[config.mk]
export PLATFORM = sky130hd
export DESIGN_NAME = step_run_ctrl_flat
export DESIGN_NICKNAME = d
export VERILOG_FILES = /design/src/rtl/step_run_ctrl_if.sv /design/src/rtl/step_run_ctrl.sv /design/src/flat_wrapper.sv
export SDC_FILE = /design/constraint.sdc
export NUM_CORES = 1
export LEC_CHECK = 0
export BUFFER_PORTS_ARGS = -buffer_cell sky130_fd_sc_hd__buf_2
export CELL_PAD_IN_SITES_DETAIL_PLACEMENT = 1
export CELL_PAD_IN_SITES_GLOBAL_PLACEMENT = 1
export CORE_AREA = 2 2 66 68
export CTS_CLUSTER_SIZE = 10
export DETAILED_ROUTE_END_ITERATION = 7
export DIE_AREA = 0 0 68 70
export GPL_TIMING_DRIVEN = 0
export PLACE_DENSITY_LB_ADDON = 0.1
export REMOVE_ABC_BUFFERS = 1
export SYNTH_ARGS = -nofsm -noshare
export SYNTH_HDL_FRONTEND = slang
export SYNTH_SLANG_ARGS = --single-unit
[constraint.sdc]
create_clock -name clk -period 2.75 [get_ports clk]
set_input_delay 0.1375 -clock clk [delete_from_list [all_inputs] [get_ports clk]]
set_output_delay 0.1375 -clock clk [all_outputs]
set_load 0.05 [all_outputs]
[src/rtl/step_run_ctrl_if.sv]
// Bundle of the button, halt and core-control signals of step_run_ctrl.
//   pb_step, pb_mode : debounced one-shot button pulses (slow domain, async to clk)
//   halt_in          : core halt indication, synchronous to clk
//   cpu_en           : registered core clock-enable
//   mode_run         : 1 = free-run, 0 = single-step
//   busy             : step burst in progress
//   halted           : controller latched in the halted state
//   step_count       : saturating count of enabled core cycles
// master drives the inputs (board/bench side); slave is the controller.
interface step_run_ctrl_if #(
    parameter int unsigned CNT_W = 16
);
    logic             pb_step;
    logic             pb_mode;
    logic             halt_in;
    logic             cpu_en;
    logic             mode_run;
    logic             busy;
    logic             halted;
    logic [CNT_W-1:0] step_count;

    modport master (
        output pb_step, pb_mode, halt_in,
        input  cpu_en, mode_run, busy, halted, step_count
    );

    modport slave (
        input  pb_step, pb_mode, halt_in,
        output cpu_en, mode_run, busy, halted, step_count
    );
endinterface

[src/rtl/step_run_ctrl.sv]
// Step/run controller gating the miniRISC core clock-enable for board bring-up.
// A step pulse issues exactly STEP_CYCLES enabled core cycles; a mode pulse toggles
// free-run, where the core is enabled every cycle. A sampled halt_in locks the
// controller in a halted state until reset.
// Ports:
//   clk  : system clock
//   rst  : asynchronous, active-high reset
//   ctrl : step_run_ctrl_if.slave (button pulses and halt in; enable/status/count out)
// All outputs are direct flop outputs; there is no combinational input-to-output path.
module step_run_ctrl #(
    parameter int unsigned STEP_CYCLES = 1,   // legal range 1..255
    parameter int unsigned CNT_W       = 16
) (
    input logic            clk,
    input logic            rst,
    step_run_ctrl_if.slave ctrl
);

    typedef enum logic [1:0] {
        StIdle,
        StStep,
        StRun,
        StHalted
    } state_e;

    localparam logic [7:0] BurstLoad = 8'(STEP_CYCLES - 1);

    state_e           state_q, state_d;
    logic [7:0]       burst_q, burst_d;
    logic [2:0]       step_sync_q;
    logic [2:0]       mode_sync_q;
    logic             evt_step;
    logic             evt_mode;
    logic             cpu_en_q;
    logic             mode_run_q;
    logic             busy_q;
    logic             halted_q;
    logic [CNT_W-1:0] step_count_q;

    // Bits [0..2] are s1, s2, s3. s1/s2 resolve metastability; the s2 rising edge
    // gives a single-cycle event per pulse regardless of the pulse length.
    always_ff @(posedge clk or posedge rst) begin
        if (rst) begin
            step_sync_q <= 3'b000;
            mode_sync_q <= 3'b000;
        end else begin
            step_sync_q <= {step_sync_q[1:0], ctrl.pb_step};
            mode_sync_q <= {mode_sync_q[1:0], ctrl.pb_mode};
        end
    end

    assign evt_step = step_sync_q[1] & ~step_sync_q[2];
    assign evt_mode = mode_sync_q[1] & ~mode_sync_q[2];

    always_comb begin
        state_d = state_q;
        burst_d = burst_q;
        if (ctrl.halt_in) begin
            // Halt overrides every event, including a burst ending this cycle.
            state_d = StHalted;
        end else begin
            case (state_q)
                StIdle: begin
                    // Mode wins over a simultaneous step; the step is dropped.
                    if (evt_mode) begin
                        state_d = StRun;
                    end else if (evt_step) begin
                        state_d = StStep;
                        burst_d = BurstLoad;
                    end
                end
                StStep: begin
                    // Events during a burst are discarded, never queued.
                    if (burst_q == 8'd0) begin
                        state_d = StIdle;
                    end else begin
                        burst_d = burst_q - 8'd1;
                    end
                end
                StRun: begin
                    if (evt_mode) begin
                        state_d = StIdle;
                    end
                end
                StHalted: begin
                    state_d = StHalted;
                end
                default: begin
                    state_d = StIdle;
                end
            endcase
        end
    end

    // Outputs are registered from the next state so they line up with the state flop.
    always_ff @(posedge clk or posedge rst) begin
        if (rst) begin
            state_q    <= StIdle;
            burst_q    <= 8'd0;
            cpu_en_q   <= 1'b0;
            mode_run_q <= 1'b0;
            busy_q     <= 1'b0;
            halted_q   <= 1'b0;
        end else begin
            state_q    <= state_d;
            burst_q    <= burst_d;
            cpu_en_q   <= (state_d == StStep) || (state_d == StRun);
            mode_run_q <= (state_d == StRun);
            busy_q     <= (state_d == StStep);
            halted_q   <= (state_d == StHalted);
        end
    end

    // Counts edges where the enable was high; holds at all-ones.
    always_ff @(posedge clk or posedge rst) begin
        if (rst) begin
            step_count_q <= '0;
        end else if (cpu_en_q && (step_count_q != {CNT_W{1'b1}})) begin
            step_count_q <= step_count_q + CNT_W'(1);
        end
    end

    assign ctrl.cpu_en     = cpu_en_q;
    assign ctrl.mode_run   = mode_run_q;
    assign ctrl.busy       = busy_q;
    assign ctrl.halted     = halted_q;
    assign ctrl.step_count = step_count_q;

endmodule

[src/flat_wrapper.sv]
// flat-port wrapper written by rule: the top's interface ports become plain ports
module step_run_ctrl_flat 
#(
    parameter int unsigned STEP_CYCLES = 1,                        
    parameter int unsigned CNT_W       = 16
)
  (clk, rst, ctrl_pb_step, ctrl_pb_mode, ctrl_halt_in, ctrl_cpu_en, ctrl_mode_run, ctrl_busy, ctrl_halted, ctrl_step_count);
  step_run_ctrl_if #(.CNT_W(CNT_W)) ctrl_i ();
  input logic clk;
  input logic rst;
  input wire logic [$bits(ctrl_i.pb_step)-1:0] ctrl_pb_step;
  input wire logic [$bits(ctrl_i.pb_mode)-1:0] ctrl_pb_mode;
  input wire logic [$bits(ctrl_i.halt_in)-1:0] ctrl_halt_in;
  output wire logic [$bits(ctrl_i.cpu_en)-1:0] ctrl_cpu_en;
  output wire logic [$bits(ctrl_i.mode_run)-1:0] ctrl_mode_run;
  output wire logic [$bits(ctrl_i.busy)-1:0] ctrl_busy;
  output wire logic [$bits(ctrl_i.halted)-1:0] ctrl_halted;
  output wire logic [$bits(ctrl_i.step_count)-1:0] ctrl_step_count;
  assign ctrl_i.pb_step = ctrl_pb_step;
  assign ctrl_i.pb_mode = ctrl_pb_mode;
  assign ctrl_i.halt_in = ctrl_halt_in;
  assign ctrl_cpu_en = ctrl_i.cpu_en;
  assign ctrl_mode_run = ctrl_i.mode_run;
  assign ctrl_busy = ctrl_i.busy;
  assign ctrl_halted = ctrl_i.halted;
  assign ctrl_step_count = ctrl_i.step_count;
  step_run_ctrl #(.STEP_CYCLES(STEP_CYCLES), .CNT_W(CNT_W)) u_core (.clk(clk), .rst(rst), .ctrl(ctrl_i));
endmodule
# Yosys cells after proc, flatten, opt, wreduce, memory -nomap -nowiden
# Cells that the tools add are included.
# totals
register_bits,36
latch_bits,0
mem_bits_rw,0
rom_bits,0
input_bits,5
n_memories,0
# classes
addsub,2
multipliers,0
div,0
magnitude_cmp,0
n_eq_ne,10
shifts,0
muxes,10
n_bitwise,5
n_reduce_logical,6
# op_table
operator,n
two-way mux 8 bit,3
adder 16 x 1 -> 16 bit (second input constant),1
!= test 16 bit (second input constant),1
case mux 8 bit (2 select lines),1
two-way mux 2 bit,5
equality test 2 bit (second input constant),4
zero test 8 bit,1
case mux 2 bit (4 select lines),1
subtractor 8 x 1 -> 8 bit (second input constant),1
AND reduction 5 bit,1
equality test 2 x 1 -> 1 bit (second input constant),2
!= test 2 bit (second input constant),2
inverter 1 bit,3
AND 1 bit,2
zero test 2 bit,1
!= test 2 x 1 -> 1 bit (second input constant),1
nonzero test 2 bit,1
logical AND 1 bit,1
logical OR 1 bit,1

# Logic depth before layout (Yosys ltp)
# logic_depth
ltp_word,8
ltp_mapped,7
depth_no_buf,7

# Worst setup path before layout
# OpenSTA, ideal clock, no wires.
# synth_timing
path_kind,register to register
start,register u_core.step_count_q[0] (netlist: u_core.ctrl.step_count[0])
end,register u_core.step_count_q[1] (netlist: u_core.ctrl.step_count[1])
setup_time_ps,125
arrival_ps,1931
setup_slack_ps,695
path_stages_with_launch,6
cell_sequence,dfrtp_1 > ha_1 > nand3_1 > nor4_4 > nand2b_1 > mux2_2
# synth_via
elab_chain_cells,2
elab_cells_between_ends,3
# synth_lines
item,line,text
from (decl),step_run_ctrl.sv:38,logic [CNT_W-1:0] step_count_q;
from (signal assigned),step_run_ctrl.sv:119,step_count_q <= step_count_q + CNT_W'(1);
branches (longest 2 deep; another with adder 16 x 1 -> 16 bit),-,
# Parallel ways; which one is timed is not known.
# A chain may end at the register's enable or synchronous reset.

# Worst setup path after layout
# layout_timing
start,register u_core.burst_q[2]
end,register u_core.cpu_en_q (netlist: u_core.ctrl.cpu_en)
# layout_via
elab_chain_cells,6
elab_cells_between_ends,7
# layout_lines
item,line,text
from (decl),step_run_ctrl.sv:29,"logic [7:0] burst_q, burst_d;"
from (signal assigned),step_run_ctrl.sv:106,burst_q <= burst_d;
zero test 8 bit *,step_run_ctrl.sv:74,if (burst_q == 8'd0) begin
two-way mux 2 bit *,step_run_ctrl.sv:74,
case mux 2 bit (4 select lines) *,step_run_ctrl.sv:62,case (state_q)
two-way mux 2 bit *,step_run_ctrl.sv:58,if (ctrl.halt_in) begin
equality test 2 x 1 -> 1 bit / equality test 2 bit (equally long branches),step_run_ctrl.sv:107,cpu_en_q <= (state_d == StStep) || (state_d == StRun);
logical OR 1 bit *,step_run_ctrl.sv:107,
to (signal assigned),step_run_ctrl.sv:107,
to (decl),step_run_ctrl.sv:34,logic cpu_en_q;
# Every way passes the cells marked *; elsewhere a longest branch is shown, timed or not.

==> flow_metrics.py <==
metrics = {
    "floorplanning": {
        "die_area_um2": 4760,
        "fp.dieH_um": 70,
        "start_util_pct": 41.8,
        "rows": 24,
        "core_um2": 4140,
        "die_w_um": 68,
        "ios": 25,
    },
    "drt": {
        "vias_per_cell": 5.38,
        "finalWirelength_mm": 3.91,
        "dr.pass1.iters": 4,
        "drt-initial-drc-count": 43,
        "wire_per_inst_um": 16.1,
        "drc": 0,
        "ant_nets": 0,
        "num_vias": 1308,
    },
    "synthesis": {
        "ys_types": 39,
        "synth_area_um2": 1730,
        "syn-instance-count": 158,
        "yosys_warnings": 0,
        "yosys_register_bits": 36,
        "seq_area_frac_synth_pct": 52.0,
        "postSynthAreaPerCell_um2": 11.0,
    },
    "grt": {
        "antenna_found_initial": 0,
        "first_global_vias": 1417,
        "grt_pass1_wl_mm": 6.62,
        "grt_max_degree": 37,
        "overflow": 0,
        "gr-usage-all-layers_pct": 18.7,
    },
    "setup_path": {
        "worstSetupPathType": "flop to flop",
        "arrival_ps": 2260,
        "critPathLaunchType": "flop",
        "cp.depth": 6,
        "cp_slowest_cell": "or4_4",
        "endpoint_kind": "flop",
        "crit_chain": "or4_4 -> nor4b_4 -> a21oi_2 -> or2_1 -> ha_1 -> inv_1",
        "r2r_cells": 6,
        "critPathBufInv": 1,
        "slowest_delay_ps": 580,
        "required_ps": 2930,
        "critical_path_peak_fanout": 6,
        "critPathTopFamily": "simple AND/OR/NAND/NOR gates",
    },
    "sta": {
        "final.period_utilization_pct": 75.7,
        "max_freq_ghz": 0.480,
        "period_needed_ps": 2080,
        "fin_tns_setup_ps": 0,
        "setup_slack_ps": 667,
        "hold_violations": 36,
        "skew_ps": 6.71,
        "setup_viol": 0,
        "worstMarginPinSlew_ps": 878,
        "hold_slack_ps": -18.0,
        "timing.final.max_slew_violations": 0,
        "grt_setup_unrepaired": "false",
        "relSlewSlack_pct": 41.2,
    },
    "pwr": {
        "net-switching-power_mw": 0.265,
        "switching_share_pct": 25.3,
        "power.static_leakage_nw": 0.939,
        "ir_drop_uv": 335,
        "cellPowerDensity_nw_per_um2": 517,
        "power.internal_mw": 0.781,
        "p_clk_share_pct": 36.9,
        "seq_power_share_pct": 54.1,
        "p_comb_share_pct": 9.0,
    },
    "clocking": {
        "cts-root-buf": "clkbuf_8",
        "clockBufferDepth": 2,
        "cts_resized": 0,
        "cts_tree": "done",
        "cts_setup_buffers": 0,
        "cts_hold_buf": 2,
        "cts_max_level": 2,
        "cts.sinks": 36,
        "cts_made_buffers": 5,
        "insertion_delay_ps": 290,
        "clk_pin_slew_worst_paths_ps": 70,
    },
    "finish": {
        "area_delta_synth_final_pct": 16.8,
        "layout-drive-gt1-share_pct": 23.0,
        "final_common_cell": "dfrtp_1",
        "fillerInstances": 486,
        "layout_common_cells": "36 x dfrtp_1, 24 x buf_2, 14 x nor2_1, 8 x nand4_1",
        "register_area_um2": 901,
        "diodes": 0,
        "nets": 201,
        "multiInputGateArea_um2": 796,
    },
    "placed_design": {
        "dp_hpwl_mm": 2.86,
        "gp_congestion": 0.836,
        "numPortBuffers": 24,
        "place_ws_ps": 667,
    },
    "flow_run": {
        "cap_violations": 0,
    },
    "run_status": {
        "violations": "negative hold slack",
        "status": "finished, violations left",
    },
    "min_path": {
        "hold_class": "primary input to asynchronous set/reset pin",
    },
}
## per-stage QoR
stage,util [%],instance area [µm²],cells,power [mW]
2_1_floorplan,-,1730,157,0.641
4_1_cts,48.8,2020,243,1.06
5_1_grt,48.8,2020,243,1.10
6_report,48.8,2020,243,1.05
3_5_place_dp,46.1,1910,233,0.669
3_3_place_gp,46.1,1910,233,0.665
## synthesized netlist by cell type
master	count	share of area, %
or3_1	5	1.8
or4_4	1	0.65
a31oi_1	2	0.72
ha_1	6	4.3
o211ai_1	2	0.87
inv_1	8	1.7
nand4b_1	2	1.0
o31ai_1	6	2.6
nor3b_1	1	0.43
or4_1	2	0.87
nand2_1	7	1.5
or3b_2	1	0.51
nand2b_1	5	1.8
xor2_1	5	2.5
xnor2_1	5	2.5
o21ai_0	7	2.0
nand3_1	3	0.87
a21oi_1	2	0.58
nor4_4	1	1.2
nor3_1	4	1.2
and4b_1	1	0.58
nor2_1	14	3.0
and3_1	1	0.36
a21oi_2	1	0.51
nor4b_1	1	0.51
nor2_2	1	0.36
nor4_1	1	0.36
or2_1	2	0.72
and4_1	1	0.51
a21boi_1	2	0.87
nor2b_1	3	1.1
nor4b_4	1	1.4
mux2_2	4	2.6
or4bb_1	1	0.65
or2_2	3	1.1
a21boi_0	1	0.43
dfrtp_1	36	52
buf_2	1	0.29
nand4_1	8	2.9
## path summary, 6_finish.rpt
kind | startpoint | endpoint | slack [ps]
min reg2reg | u_core.mode_sync_q[0] | u_core.mode_sync_q[1] | 350
max reg2reg | u_core.burst_q[2] | u_core.ctrl.cpu_en | 670
min in group clk | ctrl_halt_in | u_core.state_q[0] | 120
max in group asynchronous | rst | u_core.ctrl.step_count[9] | 2290
max | u_core.burst_q[2] | u_core.ctrl.cpu_en | 670
min | rst | u_core.state_q[1] | -20
## final cells by class
class / count / area share (%)
inverter: 8 / 1.49
timing repair buffer: 26 / 6.93
tap: 52 / 3.22
sequential: 36 / 44.6
clock buffer: 8 / 4.46
multi-input combinational: 113 / 39.4
## power groups by stage
stage / Clock (mW) / Sequential, mW / Combinational [mW]
2_1_floorplan: 0 / 0.601 / 0.0399
3_3_place_gp: 0 / 0.573 / 0.0912
3_5_place_dp: 0 / 0.576 / 0.0936
4_1_cts: 0.397 / 0.566 / 0.0963
5_1_grt: 0.423 / 0.569 / 0.105
6_report: 0.386 / 0.566 / 0.0941
## kinds of logic (layout without fill, tap and decap cells)
family                   count (synthesis)  after routing  share of synthesized area (%)
AO/OA/AOI/OAI                           23             23                           8.60
XOR/XNOR                                10             10                           5.06
adder cells (fa/ha/maj)                  6              6                           4.34
buffers and inverters                    9             42                           2.02
flip-flops                              36             36                           52.0
multiplexers                             4              4                           2.60
AND/OR/NAND/NOR                         70             70                           25.4
## registers in the layout, summed over array words and instances, names as in the netlist
register and flops:
u_core.burst_q 8, u_core.ctrl.busy 1, u_core.ctrl.cpu_en 1, u_core.ctrl.halted 1
u_core.ctrl.mode_run 1, u_core.ctrl.step_count 16, u_core.mode_sync_q 3, u_core.state_q 2
u_core.step_sync_q 3
## per-layer routing
metal	wire [µm]	GRT usage [%]	share of wire [%]
met3	111	4.83	2.8
met4	58	6.00	1.5
met5	0	0	0
met2	2030	32.0	52
met1	1700	22.3	44
No activity file was read; power rests on OpenSTA's default activity.
